--- config.mk ---
export PLATFORM = sky130hd
export DESIGN_NAME = if_id_fetch_queue
export DESIGN_NICKNAME = d
export VERILOG_FILES = /design/src/rtl/if_id_fetch_queue.sv
export SDC_FILE = /design/constraint.sdc
export NUM_CORES = 1
export LEC_CHECK = 0
export ABC_AREA = 0
export CAP_MARGIN = 10
export CORE_ASPECT_RATIO = 1.4
export CORE_UTILIZATION = 50
export CTS_BUF_LIST = sky130_fd_sc_hd__clkbuf_8
export DETAILED_ROUTE_END_ITERATION = 8
export PLACE_DENSITY = 0.76
export SLEW_MARGIN = 10
export SYNTH_ARGS = -nofsm -noshare
export SYNTH_HDL_FRONTEND = slang
export SYNTH_HIERARCHICAL = 1
export SYNTH_SLANG_ARGS = --single-unit
--- constraint.sdc ---
create_clock -name clk -period 2.9 [get_ports clk]
set_input_delay 0.29 -clock clk [delete_from_list [all_inputs] [get_ports clk]]
set_output_delay 0.29 -clock clk [all_outputs]
set_load 0.02 [all_outputs]
--- src/rtl/if_id_fetch_queue.sv ---
// ---------------------------------------------------------------------------
// if_id_fetch_queue
//   Decoupling FIFO between instruction fetch (IF) and decode (ID). Each
//   fetched {PCPlus, inst} pair is written into a small circular buffer. The
//   oldest entry is presented to ID. A taken branch (flush) discards every
//   buffered entry, which are all wrong-path at that point.
//
// Ports
//   clk        pipeline clock, rising edge
//   rst        asynchronous active-high reset
//   flush      branchTaken from EXE; empties the queue on the next edge
//   in_valid   fetch presents an instruction
//   in_pc      PCPlus (PC+4) of the fetched instruction
//   in_inst    fetched instruction word
//   in_ready   queue can accept a push (fetch freezes on ~in_ready)
//   out_valid  head entry valid
//   out_pc     head PCPlus, 0 when empty
//   out_inst   head instruction, 0 (NOP bubble) when empty
//   out_ready  ID consumes the head (~hazard freeze)
//   count      number of valid entries, 0..DEPTH
// ---------------------------------------------------------------------------

// One storage slot. It is not reset, because contents are only observed
// while count covers them.
module if_id_fetch_queue_entry (
  input  logic        clk,
  input  logic        i_we,
  input  logic [31:0] i_pc,
  input  logic [31:0] i_inst,
  output logic [31:0] o_pc,
  output logic [31:0] o_inst
);
  logic [31:0] r_pc;
  logic [31:0] r_inst;

  always_ff @(posedge clk) begin
    if (i_we) begin
      r_pc   <= i_pc;
      r_inst <= i_inst;
    end
  end

  assign o_pc   = r_pc;
  assign o_inst = r_inst;
endmodule

module if_id_fetch_queue #(
  parameter int DEPTH = 4,
  parameter int PTR_W = 2
) (
  input  logic             clk,
  input  logic             rst,
  input  logic             flush,
  input  logic             in_valid,
  input  logic [31:0]      in_pc,
  input  logic [31:0]      in_inst,
  output logic             in_ready,
  output logic             out_valid,
  output logic [31:0]      out_pc,
  output logic [31:0]      out_inst,
  input  logic             out_ready,
  output logic [PTR_W:0]   count
);
  localparam logic [PTR_W:0] FULL = (PTR_W+1)'(DEPTH);

  logic [PTR_W-1:0] r_rd_ptr;
  logic [PTR_W-1:0] r_wr_ptr;
  logic [PTR_W:0]   r_count;

  logic             w_push;
  logic             w_pop;
  logic [DEPTH-1:0][31:0] w_ent_pc;
  logic [DEPTH-1:0][31:0] w_ent_inst;

  // Ready/valid come only from the registered count. There is therefore no
  // combinational path from out_ready to in_ready, and none from in_* to out_*.
  assign in_ready  = (r_count != FULL);
  assign out_valid = (r_count != '0);
  assign count     = r_count;

  // Flush dominates: a handshake in the flush cycle belongs to the wrong path.
  assign w_push = in_valid  & in_ready  & ~flush;
  assign w_pop  = out_valid & out_ready & ~flush;

  for (genvar g = 0; g < DEPTH; g++) begin : g_ent
    localparam logic [PTR_W-1:0] IDX = PTR_W'(g);
    if_id_fetch_queue_entry u_ent (
      .clk    (clk),
      .i_we   (w_push && (r_wr_ptr == IDX)),
      .i_pc   (in_pc),
      .i_inst (in_inst),
      .o_pc   (w_ent_pc[g]),
      .o_inst (w_ent_inst[g])
    );
  end

  // When the queue is empty, drive a zero word so that ID sees a NOP bubble.
  assign out_pc   = out_valid ? w_ent_pc[r_rd_ptr]   : 32'h0;
  assign out_inst = out_valid ? w_ent_inst[r_rd_ptr] : 32'h0;

  // The pointers are exactly log2(DEPTH) wide, so the +1 wraps modulo DEPTH.
  always_ff @(posedge clk or posedge rst) begin
    if (rst) begin
      r_rd_ptr <= '0;
      r_wr_ptr <= '0;
      r_count  <= '0;
    end else if (flush) begin
      r_rd_ptr <= '0;
      r_wr_ptr <= '0;
      r_count  <= '0;
    end else begin
      if (w_push) r_wr_ptr <= r_wr_ptr + 1'b1;
      if (w_pop)  r_rd_ptr <= r_rd_ptr + 1'b1;
      case ({w_push, w_pop})
        2'b10:   r_count <= r_count + 1'b1;
        2'b01:   r_count <= r_count - 1'b1;
        default: r_count <= r_count;
      endcase
    end
  end
endmodule

Word level (Yosys, flattened, before mapping)
Index checks and enable logic that the tools add are counted.

operators by class
  reduce and logical (&&, ||, !) cells = 9
  mux-type cells = 12
  magnitude comparators = 1
  $add $sub $neg = 4
  eq/ne operators = 6
  bitwise gates (word level) = 5

operators with widths
  cell                                                         number
  binary-select mux 32 bit (select 2 bit)                      2
  two-way mux 32 bit                                           4
  two-way mux 2 bit                                            4
  == test 2 bit (second input constant)                        3
  one-hot mux 3 bit (2 select lines)                           1
  nonzero test 3 bit                                           2
  adder 2 x 1 -> 2 bit (second input constant)                 2
  AND 1 bit                                                    4
  == test 2 x 1 -> 1 bit (second input constant)               2
  logical AND 1 bit                                            4
  nonzero test 2 bit                                           2
  adder 3 x 1 -> 3 bit (second input constant)                 1
  less-than comparator 2 x 3 -> 1 bit (second input constant)  1
  two-way mux 3 bit                                            1
  != test 3 bit (second input constant)                        1
  subtractor 3 x 1 -> 3 bit (second input constant)            1
  zero test 2 bit                                              1
  NOT 1 bit                                                    1

word-level totals
  input port bits = 69
  word-level logic and storage cells = 48
  register bits = 263
  output and inout port bits = 69

Logic depth before layout (Yosys ltp)
Gate-level depths: netlist (run 1).

  word-level depth = 6
  gate-level depth with buffers = 7
  depth with buffers taken out = 6

Cells and area by module
Netlist (run 1), hierarchy kept.

modules (own cells, without submodules)
  module                   seq. area each (um^2)  area an instance (um^2)  cells each  instances
  if_id_fetch_queue_entry  1921.8                 1921.8                   64          4
  if_id_fetch_queue        175.2                  2544.9                   216         1

Least setup slack after synthesis (run 1)
Ideal clock, no wire load.

  path type = reg2reg
  from = register r_count[1], in the netlist count[1]
  to = register g_ent[2].u_ent.r_inst[0], enable pin
  library setup time = 0.429 ns
  required time = 2.471 ns
  slack = -0.101 ns
  stages on the path, launching flop included = 5
  clock period less this slack = 3.001 ns
  arrival time = 2.572 ns
  buffers on the path = 1
  cell sequence = dfrtp_1 -> buf_2 -> nor3b_1 -> nor3_1 -> and2_1

between the ends
  cells in the longest elaborated chain, start to end = 4

ends and longest elaborated chain
  what                      line  source
  start: declaration        68    logic [PTR_W:0] r_count;
  start signal: assignment  115   2'b10: r_count <= r_count + 1'b1;
  start signal: assignment  116   2'b01: r_count <= r_count - 1'b1;
  start signal: assignment  117   default: r_count <= r_count;
  != test 3 bit             77    assign in_ready = (r_count != FULL);
  AND 1 bit (2 in a row)    82    assign w_push = in_valid & in_ready & ~flush;
  logical AND 1 bit         89    .i_we (w_push && (r_wr_ptr == IDX)),
  end signal: assignment    39    r_inst <= i_inst;
  end: declaration          34    logic [31:0] r_inst;

Every way passes these cells.
A chain may end at the register's enable or synchronous reset.

Worst setup path in the final report (run 1)
  from = register r_rd_ptr[0]
  to = output port out_inst[26]

between the ends
  cells in the longest elaborated chain, start to end = 3

ends and longest elaborated chain
  what                                      line  source
  start: declaration                        66    logic [PTR_W-1:0] r_rd_ptr;
  start signal: assignment                  113   if (w_pop) r_rd_ptr <= r_rd_ptr + 1'b1;
  binary-select mux 32 bit (select 2 bit)   99    assign out_inst = out_valid ? w_ent_inst[r_rd_ptr] : 32'h0;
  two-way mux 32 bit (not written as such)  99
  two-way mux 32 bit                        99
  end: declaration                          60    output logic [31:0] out_inst,

Every way passes these cells. The select of a mux whose other input is x is not followed.

==> flow_summary.yaml, run 1 <==
critical_path:
  crit_fanout: 18
  cp_cell_sequence: "buf_12, mux4_2, and2_1, clkdlybuf4s50_1"
  crit_path_end_kind: "primary output"
  cpPeakStageDelay_ps: 540
  setup.worst_path.start_class: "flop"
  crit_path_top_delay_cell: "clkdlybuf4s50_1"
  cp.required_ps: 2610
  worstSetupPathType: "flop to primary output"
  worstPathArrival_ps: 2510
yosys:
  synth_area_leaders: "edfxtp_1, mux4_2, and2_1"
  syn_inst: 472
  synth_warnings: 6
  yosys.area.top_type_share_pct: 75.1
  ys_ff_latch: 263
  synth_edf_count: 256
  synth_top_cell_by_area: "edfxtp_1"
  seq_area_frac_synth_pct: 76.8
  async_reset_ff_share_pct: 2.66
  synthDistinctLibCells: 38
  netlist_area_mm2: 0.0102
  syn-num-nets: 546
  syn_area_per_cell_um2: 21.7
  synthFlopType: "edfxtp_1"
sta:
  fin_crit_sh_pct: 96.4
  min_period_ps: 2800
  fmax_mhz: 358
  fin_tns_setup_ps: 0
  setup_viol: 0
  rsz0062_at_grt: "false"
  hold_viol_final: 0
  slew_headroom_pct: 64.5
  tightestPinTransition_ps: 526
  fin_skew_ps: 18.8
  drv_slew: 0
die:
  coreArea_mm2: 0.0200
  die_x_um: 123
  die_y_um: 171
  rows: 61
  io_pins: 138
  initial_utilization_pct: 51.2
  dieArea_mm2: 0.0210
clock_tree:
  cts-htree-levels: 2
  clk_latency_ps: 530
  clk_pin_slew_ps: 60
  numCtsBuffers: 40
  hold_buffers: 0
  cts_tree: "built"
  numClockSinks: 263
  cts_root_buf: "clkbuf_8"
  clockBufferDepth: 3
placed_design:
  place_congestion: 0.781
  port-buffer-count: 137
  post-dp-hpwl_mm: 12.5
drt:
  drt_iter0_drc: 316
  ant_nets: 0
  route.detailed.drc: 0
  wl_per_cell_um: 21.3
  routed-via-count: 5125
  wl_mm: 19.7
  vias_per_cell: 5.52
  drtPass1Iterations: 4
layout:
  multi_input_area_mm2: 0.00221
  postLayoutCoreUtil_pct: 64.4
  nFillCells: 1368
  area_growth_pct: 25.8
  nets: 728
  regArea_mm2: 0.00787
  drive_above_1_share_pct: 22.3
grt:
  grt_max_degree: 32
  grt_pass1_vias: 5586
  grtUsageTotal_pct: 19.7
  grt_overflow_total: 0
  grt_antenna_before_repair: 2
  grt_first_pass_wirelength_mm: 30.3
power_and_ir_drop:
  p_per_area_mw_per_mm2: 768
  p_leak_uw: 0.00420
  vdd_drop_max_v: 0.000480
job:
  cap_violations: 0
worst_hold_path:
  hold_path_class: "primary input to asynchronous set/reset pin"
outcome:
  outcome: "completed"
[synthesized netlist by cell type (all sizes together) (2+ instances only)]
master	instances
mux4	64
buf	16
dfrtp	7
nand3	3
inv	6
or2	2
nand2b	2
nand2	3
xor2	2
ha	4
a21oi	4
o21ai	2
nor2	4
nor3	2
clkbuf	9
edfxtp	256
and2	68
[path summary, 6_finish.rpt]
check                       startpoint                       end  slack, ps  depth (start not counted)
max                        r_rd_ptr[0]              out_inst[26]        100                          4
min                                rst                  count[1]         20                          2
max reg2reg                   count[2]                  count[1]        420                          6
min reg2reg                r_wr_ptr[0]               r_wr_ptr[0]        610                          2
max in group asynchronous          rst               r_rd_ptr[1]       2630                          2
min in group clk            in_inst[9]  g_ent[3].u_ent/o_inst[9]        400                          1
[repair_timing]
action	CTS	global route
setup buffers	1	2
endpoints found under the setup margin	36	38
gates resized for setup	2	5
pin swaps	1	1
[cell families after synthesis]
| logic type | after synthesis | share of synthesized area (%) |
|---|---|---|
| xor+xnor | 2 | 0.171 |
| flops | 263 | 76.8 |
| compound gates | 16 | 1.08 |
| buf+inv | 31 | 1.64 |
| simple gates | 90 | 5.39 |
| mux | 65 | 14.2 |
| fa+ha+maj | 5 | 0.685 |
[through the flow]
stage	instance area (µm²)	hold WS [ps]	worst slack (ps)	instances	total power [µW]
after floorplan	10200	93.4	592	472	6070
after global placement	12100	571	439	861	7220
after detailed placement	12100	596	276	861	7260
after CTS	12800	20.7	5.33	924	10000
after global routing	12900	34.1	3.00	927	10300
final	12900	24.6	104	928	9880
[final cells by class]
class	instances	area share, %
clock buffer	42	4.49
sequential	263	61.2
timing repair buffer	165	13.6
tap	252	2.45
antenna	2	0.0389
multi-input combinational	178	17.2
inverter	6	0.175
clock inverter	20	0.846
[placed cells by master (no fill, tap or decap), types with 2 or more instances in the layout]
cell type | synthesis | routed
mux4_2 | 64 | 64
dlymetal6s2s_1 | 0 | 2
ha_1 | 4 | 4
and2_1 | 68 | 64
clkinv_1 | 0 | 7
buf_12 | 0 | 13
a21oi_1 | 4 | 4
nor3_1 | 2 | 2
clkinv_2 | 0 | 2
nand3_1 | 3 | 3
nand2b_1 | 2 | 2
o21ai_0 | 2 | 2
nor2_1 | 4 | 4
buf_6 | 5 | 2
and2_4 | 0 | 4
edfxtp_1 | 256 | 256
dfrtp_2 | 0 | 2
dfrtp_1 | 7 | 3
nand2_1 | 3 | 3
dfrtp_4 | 0 | 2
clkdlybuf4s50_1 | 0 | 135
xor2_1 | 2 | 2
buf_4 | 0 | 13
inv_1 | 5 | 14
clkbuf_8 | 0 | 42
diode_2 | 0 | 2
[layer usage]
layer | routed length, µm | vias up | global-route usage [%]
met5 | 0 | - | 0
met4 | 454 | 0 | 8.01
met3 | 899 | 36 | 3.91
met2 | 10800 | 155 | 35.0
met1 | 7600 | 2661 | 23.4
li1 | - | 2273 | -
[power by group]
group / leakage [µW] / internal (µW) / switching, µW / total, µW
Combinational: 0.00140 / 1430 / 1340 / 2770
Sequential: 0.00241 / 4330 / 88.5 / 4420
Clock: 0.000387 / 1410 / 1280 / 2700
[sequential cells by signal (all words and copies together) (netlist names)]
name and cells:
g_ent.u_ent/o_inst 128, g_ent.u_ent/o_pc 128, count 3, r_rd_ptr 2
r_wr_ptr 2
[critical path: cells and delay by family, from the launching register on]
kind	cells	cell delay (ps)
flip-flops	1	510
buffers and inverters	2	760
multiplexers	1	510
AND/OR/NAND/NOR	1	190
Power figures use the tool's default switching activity.
==> inputs of run 2 (changes only) <==
Settings changed: CORE_ASPECT_RATIO 1.4 to unset.
Clock period 2.9 ns to 2.5 ns, I/O delays scaled along.
==> run 2 against run 1 <==
Worst setup slack lost 100 ps. Non-clock buffer count grew 13. Register-to-register slack lost 250 ps. Critical path depth grew 2. Clock power grew 20%. Via count grew 1.1%. Combinational power grew 16%. Utilization grew 0.61 points. Critical endpoint is now out_inst[15]. Largest power group unchanged. Highest routed layer unchanged.
==> flow_summary.yaml, run 2 (synthesis gave the netlist of run 1 again) <==
clock_tree:
  cts_root_buf: "clkbuf_8"
  numClockSinks: 263
  numCtsBuffers: 42
  clockBufferDepth: 3
  clk_pin_slew_ps: 60
  cts_tree: "built"
  cts-htree-levels: 2
  clk_latency_ps: 520
die:
  dieArea_mm2: 0.0210
  io_pins: 138
  coreArea_mm2: 0.0198
  die_x_um: 145
  die_y_um: 145
  initial_utilization_pct: 51.7
  rows: 51
critical_path:
  rrSetupSlack_ps: 170
  crit_fanout: 6
  crit_family: "buffers and inverters"
  crit_path_top_delay_cell: "dfrtp_4"
  rr_worst_depth: 6
  r2r_start: "count[1]"
  crit_path_end_kind: "primary output"
  worstPathArrival_ps: 2250
  worstSetupPathType: "flop to primary output"
  rr_endpoint: "count[1]"
  cp_cell_sequence: "buf_12, clkbuf_16, buf_6, mux4_2, and2_1, buf_2"
  crit_cells: 6
  setup.worst_path.start_class: "flop"
  cp.required_ps: 2250
  cp_num_buf_inv: 4
  cpPeakStageDelay_ps: 540
power_and_ir_drop:
  p_leak_uw: 0.00443
  p_per_area_mw_per_mm2: 898
  p_sw_uw: 3280
  p_sw_share_pct: 28.4
  power_frac_seq_pct: 44.2
  clockPowerShare_pct: 28.0
  p_comb_share_pct: 27.8
  total_power_uw: 11500
  p_int_uw: 8260
  vdd_drop_max_v: 0.000592
sta:
  rsz0062_at_grt: "true"
  slew_headroom_pct: 66.9
  fmax_mhz: 401
  fin_crit_sh_pct: 99.9
  drv_slew: 0
  fin_skew_ps: 15.9
  setup_viol: 0
  hold_viol_final: 0
  tightestPinTransition_ps: 493
  min_period_ps: 2500
  fin_tns_setup_ps: 0
  worst_slack_ps: 3.53
worst_hold_path:
  hold_path_class: "primary input to flop"
  hold_start: "in_inst[5]"
  hold_path_end: "g_ent[1].u_ent/o_inst[5]"
  hold_depth: 1
layout:
  final_common_cell: "edfxtp_1"
  nFillCells: 1368
  drive_above_1_share_pct: 32.7
  nets: 743
  fin_cells: 962
  antenna_cells: 0
  most-common-layout-cells: "edfxtp_1, clkdlybuf4s50_1, mux4_2, and2_1, buf_2"
  area_growth_pct: 25.6
  postLayoutCoreUtil_pct: 65.0
placed_design:
  port-buffer-count: 137
  preCtsSetupSlack_ps: 83.5
  place_congestion: 0.783
  post-dp-hpwl_mm: 11.6
  place_inst: 870
drt:
  wl_per_cell_um: 21.1
  route.detailed.drc: 0
  ant_nets: 0
  drt_iter0_drc: 288
  drtPass1Iterations: 4
  routed-via-count: 5179
  wl_mm: 20.3
  vias_per_cell: 5.38
grt:
  grt_max_degree: 45
  grt_antenna_before_repair: 0
  grtUsageTotal_pct: 19.4
  met3_usage_pct: 5.06
  grt_pass1_vias: 5702
  grt_first_pass_wirelength_mm: 31.0
  grt.busiest_layer: "met2"
  grt_overflow_total: 0
  met2_usage_pct: 33.6
  grtUsageMet1_pct: 24.0
outcome:
  outcome: "completed"
job:
  cap_violations: 0
-- run 2: layout make-up --
class / count / area, µm² / area share, %
multi-input combinational: 178 / 2220 / 17.3
inverter: 6 / 22.5 / 0.175
sequential: 263 / 7870 / 61.2
clock buffer: 43 / 592 / 4.60
timing repair buffer: 178 / 1670 / 13.0
tap: 265 / 332 / 2.58
clock inverter: 29 / 146 / 1.14
-- run 2: layer usage --
layer,wire (µm),part of all wire [%]
met1,8200,40
met2,10500,52
met3,1290,6.3
met4,301,1.5
met5,0,0
-- run 2: worst reg2reg max path: stages (launching register included) --
cell      delay, ps
dfrtp_1         520
or3_4           210
nor4bb_1        440
fa_1            540
nor2b_1         140
o32ai_1          90
a211o_1         280
-- run 2: how the worst max path moves through the flow --
stage                                     endpoint   startpoint  slack, ps
after floorplan           g_ent[0].u_ent/o_inst[0]     count[1]        190
after global placement                    count[1]     in_valid        130
after detailed placement                  count[1]     in_valid         80
after CTS                              out_inst[6]  r_rd_ptr[0]        -40
after global routing                   out_inst[7]  r_rd_ptr[0]        -70
final                                 out_inst[15]  r_rd_ptr[0]          4
-- run 2: metrics by stage --
| step | hold WS (ps) | cell area [µm²] |
|---|---|---|
| finish | 358 | 12900 |
| global route | 341 | 12900 |
| CTS | 322 | 12900 |
| detailed placement | 521 | 12100 |
| global placement | 519 | 12100 |
| floorplan | 53.4 | 10200 |
-- run 2: power by group through the flow --
stage,clock network (µW),logic [µW],registers (µW)
2_1_floorplan,0,1870,5170
3_3_place_gp,0,3220,5160
6_report,3230,3210,5100
4_1_cts,3320,3220,5090
5_1_grt,3500,3420,5110
3_5_place_dp,0,3250,5180
-- run 2: repair_timing --
item,4_1_cts,5_1_grt
buffers inserted,14,2
endpoints found under the hold margin,7,0
hold buffers,1,0
resized for setup,217,45
endpoints found under the setup margin,65,31
cloned,2,2
